==> src/rtl/ring_phase_monitor.sv <==
// Ring counter phase monitor: one-hot legality, rotation order and lock tracking,
// plus revolution counting and sticky error capture.
module ring_phase_monitor #(
   parameter int WIDTH      = 4,
   parameter int REV_W      = 8,
   parameter int LOCK_CNT   = 2,
   parameter int SHIFT_LEFT = 1
) (
   input  logic                     clk,
   input  logic                     rst,
   input  logic [WIDTH-1:0]         ring_in,
   input  logic                     clear,
   output logic [$clog2(WIDTH)-1:0] phase_idx,
   output logic                     phase_valid,
   output logic                     locked,
   output logic [REV_W-1:0]         rev_count,
   output logic                     rev_pulse,
   output logic                     err_onehot,
   output logic                     err_seq,
   output logic                     err_sticky
);

   localparam int IW = $clog2(WIDTH);
   localparam int CW = $clog2(LOCK_CNT + 1);

   typedef enum logic [1:0] {
      S_SEARCH,
      S_TRACK,
      S_LOCKED,
      S_FAULT
   } state_t;

   state_t           r_state;
   state_t           w_state_nxt;
   logic [CW-1:0]    r_cnt;
   logic [CW-1:0]    w_cnt_nxt;
   logic [CW-1:0]    w_cnt_inc;
   logic [WIDTH-1:0] r_prev;
   logic [WIDTH-1:0] w_rot;
   logic [IW-1:0]    w_idx;
   logic             w_onehot;
   logic             w_hold;
   logic             w_step;
   logic             w_skip;
   logic             w_wrap_bit;
   logic             w_err_seq;
   logic             w_rev;
   logic             w_set_sticky;

   logic [IW-1:0]    r_phase_idx;
   logic             r_phase_valid;
   logic [REV_W-1:0] r_rev_count;
   logic             r_rev_pulse;
   logic             r_err_onehot;
   logic             r_err_seq;
   logic             r_err_sticky;

   // Classify the incoming sample against the last legal one-hot sample.
   always_comb begin
      w_onehot   = $onehot(ring_in);
      w_rot      = (SHIFT_LEFT != 0) ? {r_prev[WIDTH-2:0], r_prev[WIDTH-1]}
                                     : {r_prev[0], r_prev[WIDTH-1:1]};
      w_hold     = w_onehot && (ring_in == r_prev);
      w_step     = w_onehot && (ring_in == w_rot);
      w_skip     = w_onehot && !w_hold && !w_step;
      w_wrap_bit = (SHIFT_LEFT != 0) ? ring_in[0] : ring_in[WIDTH-1];
      w_idx      = '0;
      for (int i = 0; i < WIDTH; i++) begin
         if (ring_in[i]) w_idx = i[IW-1:0];
      end
   end

   always_ff @(posedge clk or negedge rst) begin
      if (!rst) begin
         r_state <= S_SEARCH;
         r_cnt   <= '0;
         r_prev  <= '0;
      end else begin
         r_state <= w_state_nxt;
         r_cnt   <= w_cnt_nxt;
         if (w_onehot) r_prev <= ring_in;
      end
   end

   always_comb begin
      w_state_nxt = r_state;
      w_cnt_nxt   = r_cnt;
      w_cnt_inc   = r_cnt + 1'b1;
      unique case (r_state)
         S_SEARCH, S_FAULT: begin
            if (w_onehot) begin
               w_state_nxt = S_TRACK;
               w_cnt_nxt   = '0;
            end
         end
         S_TRACK: begin
            if (w_step) begin
               w_cnt_nxt = w_cnt_inc;
               if (w_cnt_inc == CW'(LOCK_CNT)) w_state_nxt = S_LOCKED;
            end else if (!w_hold) begin
               w_state_nxt = S_SEARCH;
            end
         end
         S_LOCKED: begin
            if (!w_step && !w_hold) w_state_nxt = S_FAULT;
         end
         default: w_state_nxt = S_SEARCH;
      endcase
   end

   // The step that completes locking is taken in TRACK, so it never counts.
   always_comb begin
      w_err_seq    = w_skip && (r_state == S_TRACK || r_state == S_LOCKED);
      w_rev        = (r_state == S_LOCKED) && w_step && w_wrap_bit;
      w_set_sticky = (r_state == S_LOCKED) && (!w_onehot || w_skip);
   end

   always_ff @(posedge clk or negedge rst) begin
      if (!rst) begin
         r_phase_idx   <= '0;
         r_phase_valid <= 1'b0;
         r_rev_count   <= '0;
         r_rev_pulse   <= 1'b0;
         r_err_onehot  <= 1'b0;
         r_err_seq     <= 1'b0;
         r_err_sticky  <= 1'b0;
      end else begin
         r_phase_valid <= w_onehot;
         r_err_onehot  <= !w_onehot;
         r_err_seq     <= w_err_seq;
         r_rev_pulse   <= w_rev;
         if (w_onehot) r_phase_idx <= w_idx;
         if (clear) r_rev_count <= '0;
         else if (w_rev) r_rev_count <= r_rev_count + 1'b1;
         if (clear) r_err_sticky <= 1'b0;
         else if (w_set_sticky) r_err_sticky <= 1'b1;
      end
   end

   assign phase_idx   = r_phase_idx;
   assign phase_valid = r_phase_valid;
   assign locked      = (r_state == S_LOCKED);
   assign rev_count   = r_rev_count;
   assign rev_pulse   = r_rev_pulse;
   assign err_onehot  = r_err_onehot;
   assign err_seq     = r_err_seq;
   assign err_sticky  = r_err_sticky;

endmodule

==> config.mk <==
export PLATFORM = sky130hd
export DESIGN_NAME = ring_phase_monitor
export DESIGN_NICKNAME = d
export VERILOG_FILES = /design/src/rtl/ring_phase_monitor.sv
export SDC_FILE = /design/constraint.sdc
export NUM_CORES = 1
export LEC_CHECK = 0
export CAP_MARGIN = 20
export CORE_AREA = 2 2 71 60
export CTS_BUF_LIST = sky130_fd_sc_hd__clkbuf_4 sky130_fd_sc_hd__clkbuf_8
export DETAILED_ROUTE_END_ITERATION = 10
export DIE_AREA = 0 0 73 62
export GPL_ROUTABILITY_DRIVEN = 0
export SLEW_MARGIN = 15
export SYNTH_ARGS = -nofsm -noshare
export SYNTH_HDL_FRONTEND = slang
export SYNTH_SLANG_ARGS = --single-unit
==> constraint.sdc <==
create_clock -name clk -period 4.5 [get_ports clk]
set_input_delay 0.675 -clock clk [delete_from_list [all_inputs] [get_ports clk]]
set_output_delay 0.675 -clock clk [all_outputs]
set_load 0.02 [all_outputs]
# Word-level counts from Yosys, hierarchy flattened

Index checks and enable logic that the tools add are counted.

Bits in latches: 0
Memories kept: 0
ROM bits: 0
Register bits: 23
Output and inout port bits: 16
Bits in writable memories: 0
Logic and storage cells: 64
Bits of input ports: 7

$add $sub $neg: 5
Divide/modulo/power cells: 0
Shift-type cells: 0
Multiplexer cells: 16
Multiply operators: 0
$lt $le $gt $ge: 0
Reduce and logical (&&, ||, !) cells: 21
Bitwise operators: 0
Equality and inequality tests: 12

Operator list:

| cell                | count |
|---|---|
| $mux 2              | 9 |
| $mux 8              | 2 |
| $logic_and 1x1->1   | 9 |
| $add 8x1->8 const B | 1 |
| $eq 4x4->1          | 2 |
| $eq 2x2->1 const B  | 3 |
| $ne 3x3->1 const B  | 2 |
| $pmux 2 s3          | 1 |
| $reduce_bool 2->1   | 3 |
| $add 1x1->2         | 2 |
| $ne 2x2->1 const B  | 2 |
| $pmux 2 s2          | 1 |
| $reduce_and 4->1    | 1 |
| $add 2x2->3         | 1 |
| $eq 3x1->1 const B  | 1 |
| $logic_not 1->1     | 3 |
| $mux 1              | 3 |
| $reduce_and 3->1    | 1 |
| $add 2x1->2 const B | 1 |
| $eq 2x1->1 const B  | 1 |
| $logic_not 2->1     | 1 |
| $logic_or 1x1->1    | 2 |
| $ne 2x1->1 const B  | 1 |
| $reduce_or 2->1     | 1 |

# Depth between registers and ports, before layout

Depth after elaboration: 11
Depth in mapped cells: 11
Mapped depth without buffers: 10

# Worst setup path before layout

Ideal clock, no wire load.

Kind: input-to-reg
From: input ring_in[0]
To: register r_rev_count[5], in the netlist rev_count[5]
Cell stages on the path: 10
Arrival time: 2648 ps
Required time: 4370 ps
Path slack: 1722 ps
Buffers on the path: 0
Setup time: 130 ps
Cells stage by stage: inv_1 fa_1 inv_1 ha_1 ha_1 nor3b_4 nand3_2 nor4_1 xnor2_1 nor2_1

Cells in the longest elaborated chain, start to end: 7
Elaborated cells on any way between the ends: 8
Classes of those cells: add/sub (2); eq/ne (2); reduce/logical (4)

RTL lines:

| what                              | line | text |
|---|---|---|
| start: declaration                | 11   | `input logic [WIDTH-1:0] ring_in,` |
| $add 1x1->2 (implied by the code) | 60   | `w_onehot = $onehot(ring_in);` |
| $add 2x2->3 (implied by the code) | 60   |  |
| $eq 3x1->1                        | 60   |  |
| $logic_and 1x1->1                 | 64   | `w_step = w_onehot && (ring_in == w_rot);` |
| $logic_and 1x1->1                 | 114  | `w_rev = (r_state == S_LOCKED) && w_step && w_wrap_bit;` |
| $logic_and 1x1->1 *               | 114  |  |
| $reduce_bool 2->1 (no line) *     | --   |  |
| end signal: assignment            | 134  | `else if (w_rev) r_rev_count <= r_rev_count + 1'b1;` |
| end: declaration                  | 52   | `logic [REV_W-1:0] r_rev_count;` |

Mark *: on every way between the ends. The rest lies on a longest branch, timed or not.
A chain may end at the register's enable or synchronous reset.

# Final worst setup path

From: input ring_in[0]
To: register r_rev_count[7], in the netlist rev_count[7]

Same word-level chain as after synthesis.

==> reports/metrics.cfg <==
[status]
outcome=finished, final reports clean

[pwr]
p_int_uw=441
p_leak_nw=0.666
p_sw_share_pct=35.2
power_frac_clock_pct=19.4
p_total_uw=681
seq_power_share_pct=42.6
ir_drop_v=0.000200
powerDensity_nw_per_um2=423
p_comb_share_pct=38.0
p_switching_uw=240

[global_route]
grt_usage_pct=11.3
grt_first_pass_wirelength_mm=3.93
grt_util_met2_pct=16.1
overflow=0
met3_usage_pct=3.55
grtUsageMet1_pct=16.4
grt_pass1_vias=837
busiest_layer=met1
antenna_found_initial=0
grt_max_degree=24

[placed_design]
dp_hpwl_mm=1.80
dpl_cell_area_um2=1550
post-place-ws_ns=0.571
port_buffers=22

[cts]
cts_root_buffer=clkbuf_8
cts_hold_buf=0
post_cts_buffers=0
clockBufferDepth=2
insertion_delay_ns=0.26
cts_buffers=3
cts_resized=0
cts_htree_levels=1
cts.sinks=23
cts_tree=done
clkTransAtPathRegs_ns=0.08

[logic_synthesis]
synth.distinct_cells=34
yosysWarnings=0
ys_ff_latch=23
synthesis.nets=135
synthCells=120
syn_area_um2=1280
ys_seq_area_share_pct=45.1
syn_area_per_cell_um2=10.6

[setup_path]
crit_required_ns=4.64
path_max_fanout=11
cp.arrival_ns=3.76
cp-end-kind=register
worstSetupPathType=in2reg
startpoint_type=input port

[sta]
slew_headroom_pct=67.2
finalHoldViolCount=0
layout_min_cycle_time_ns=3.62
setup_violations=0
fmax_ghz=0.276
worstMarginPinSlew_ns=0.491
slew_violations=0
post-route-period-util_pct=80.5
worst_slack_ns=0.879
fin_skew_ns=0.00312
final.setup.tns_ns=0
rsz0062_at_grt=false

[drt]
ant_nets=0
routed_wirelength_mm=2.33
drt-pass1-iter-count=4
wire_per_inst_um=12.2
via_count=914
via_per_inst=4.79
drc=0
drt_iter0_markers=65

[finish]
diodes=0
area.growth.synth_to_final_pct=26.1
layout.nets=161
drive_gt1_share_pct=11.7
finalInstanceArea_um2=1610

[floorplanning]
dieArea_um2=4530
die_h_um=62
ios=23
initial_utilization_pct=32.6
core_um2=3920
die_x_um=73
num_rows=21

[min_path]
hold_class=reg2reg

[job]
maxCapViolCount=0

==> kinds of logic after synthesis <==
kind of cell	after synthesis	share of synthesized area (%)
multiplexers	2	1.67
XOR/XNOR	15	13.5
AND/OR/NAND/NOR	42	19.1
adder cells (fa/ha/maj)	8	8.43
AO/OA/AOI/OAI	18	8.53
buffers and inverters	12	3.63
flip-flops	23	45.1
==> state kept, by name (all words and copies together) (netlist names) <==
| name | count |
|---|---|
| err_onehot | 1 |
| rev_count | 8 |
| rev_pulse | 1 |
| r_cnt | 2 |
| r_prev | 4 |
| r_state | 2 |
| err_sticky | 1 |
| err_seq | 1 |
| phase_valid | 1 |
| phase_idx | 2 |
==> synthesized netlist by cell type <==
library cell	n	area, µm²
dfrtp_1	23	576
nand2_1	12	45.0
nor2_1	12	45.0
inv_1	9	33.8
ha_1	7	87.6
o21ai_0	7	35.0
xnor2_1	7	61.3
xor2_1	4	35.0
a21oi_1	3	15.0
nand3_1	3	15.0
nor3_1	3	15.0
nor4_1	3	18.8
xnor2_2	3	48.8
a22o_1	2	17.5
nor4_2	2	25.0
o22ai_1	2	12.5
a31oi_1	1	6.26
and4_4	1	11.3
buf_1	1	3.75
buf_2	1	5.00
clkinv_1	1	3.75
fa_1	1	20.0
mux2_2	1	11.3
mux2i_1	1	10.0
nand2b_1	1	6.26
nand3_2	1	10.0
nand4_1	1	6.26
nand4_4	1	21.3
nor3b_4	1	18.8
o21ai_1	1	5.00
o21ai_2	1	8.76
o2bb2ai_1	1	8.76
or2_0	1	6.26
xnor2_4	1	27.5
==> critical path, cell delays in order <==
cell and delay, ns:
clkdlybuf4s50_1 0.60, inv_1 0.12, fa_1 0.55, inv_1 0.05, ha_1 0.17, ha_1 0.30, nor3b_4 0.44, nand3_2 0.23
nor4_1 0.40, xnor2_1 0.16, nor2_1 0.06
==> layout by cell type, fill, tap and decap left out, types with 2 or more instances in the layout <==
master	n
ha_1	7
xor2_1	4
nand3_1	3
o22ai_1	2
nor2_1	12
clkdlybuf4s50_1	22
nor3_1	3
a22o_1	2
clkbuf_8	3
nor4_1	3
inv_1	9
xnor2_1	7
o21ai_0	7
a21oi_1	3
dfrtp_1	23
nor4_2	2
xnor2_2	3
nand2_1	12
==> power groups by stage <==
| stage | clock, mW | combinational [mW] | sequential [mW] |
|---|---|---|---|
| 2_1_floorplan | 0 | 0.174 | 0.303 |
| 3_3_place_gp | 0 | 0.256 | 0.293 |
| 3_5_place_dp | 0 | 0.259 | 0.295 |
| 4_1_cts | 0.139 | 0.260 | 0.291 |
| 5_1_grt | 0.147 | 0.290 | 0.296 |
| 6_report | 0.132 | 0.259 | 0.290 |
==> area by class of cell <==
cell class | count | area [µm²]
fill | 386 | 2310
multi-input combinational | 85 | 654
sequential | 23 | 576
timing repair buffer | 23 | 235
tap | 46 | 57.6
clock buffer | 4 | 48.8
inverter | 10 | 37.5
==> routing by layer <==
metal,wire length [µm],up-vias,part of all wire (%)
li1,-,462,-
met1,1160,424,50
met2,1020,24,44
met3,114,4,4.9
met4,29,0,1.2
met5,0,-,0
==> path summary, 6_finish.rpt <==
path	from	endpoint	slack [ns]	depth (start not counted)
setup / recovery	ring_in[0]	rev_count[7]	0.88	11
hold / removal	r_cnt[1]	r_cnt[1]	0.50	1
setup reg to reg	r_state[0]	rev_count[7]	2.76	6
hold reg to reg	r_cnt[1]	r_cnt[1]	0.50	1
max in group asynchronous	rst	phase_idx[1]	3.30	2
min in group asynchronous	rst	rev_count[3]	0.74	1
==> metrics by stage <==
step | hold slack [ns] | utilization, % | std cells
2_1_floorplan | 0.379 | - | 120
3_3_place_gp | 0.487 | 39.5 | 186
3_5_place_dp | 0.489 | 39.5 | 186
4_1_cts | 0.510 | 40.7 | 190
5_1_grt | 0.533 | 41.1 | 191
6_report | 0.503 | 41.1 | 191
No activity file was read; power rests on OpenSTA's default activity.
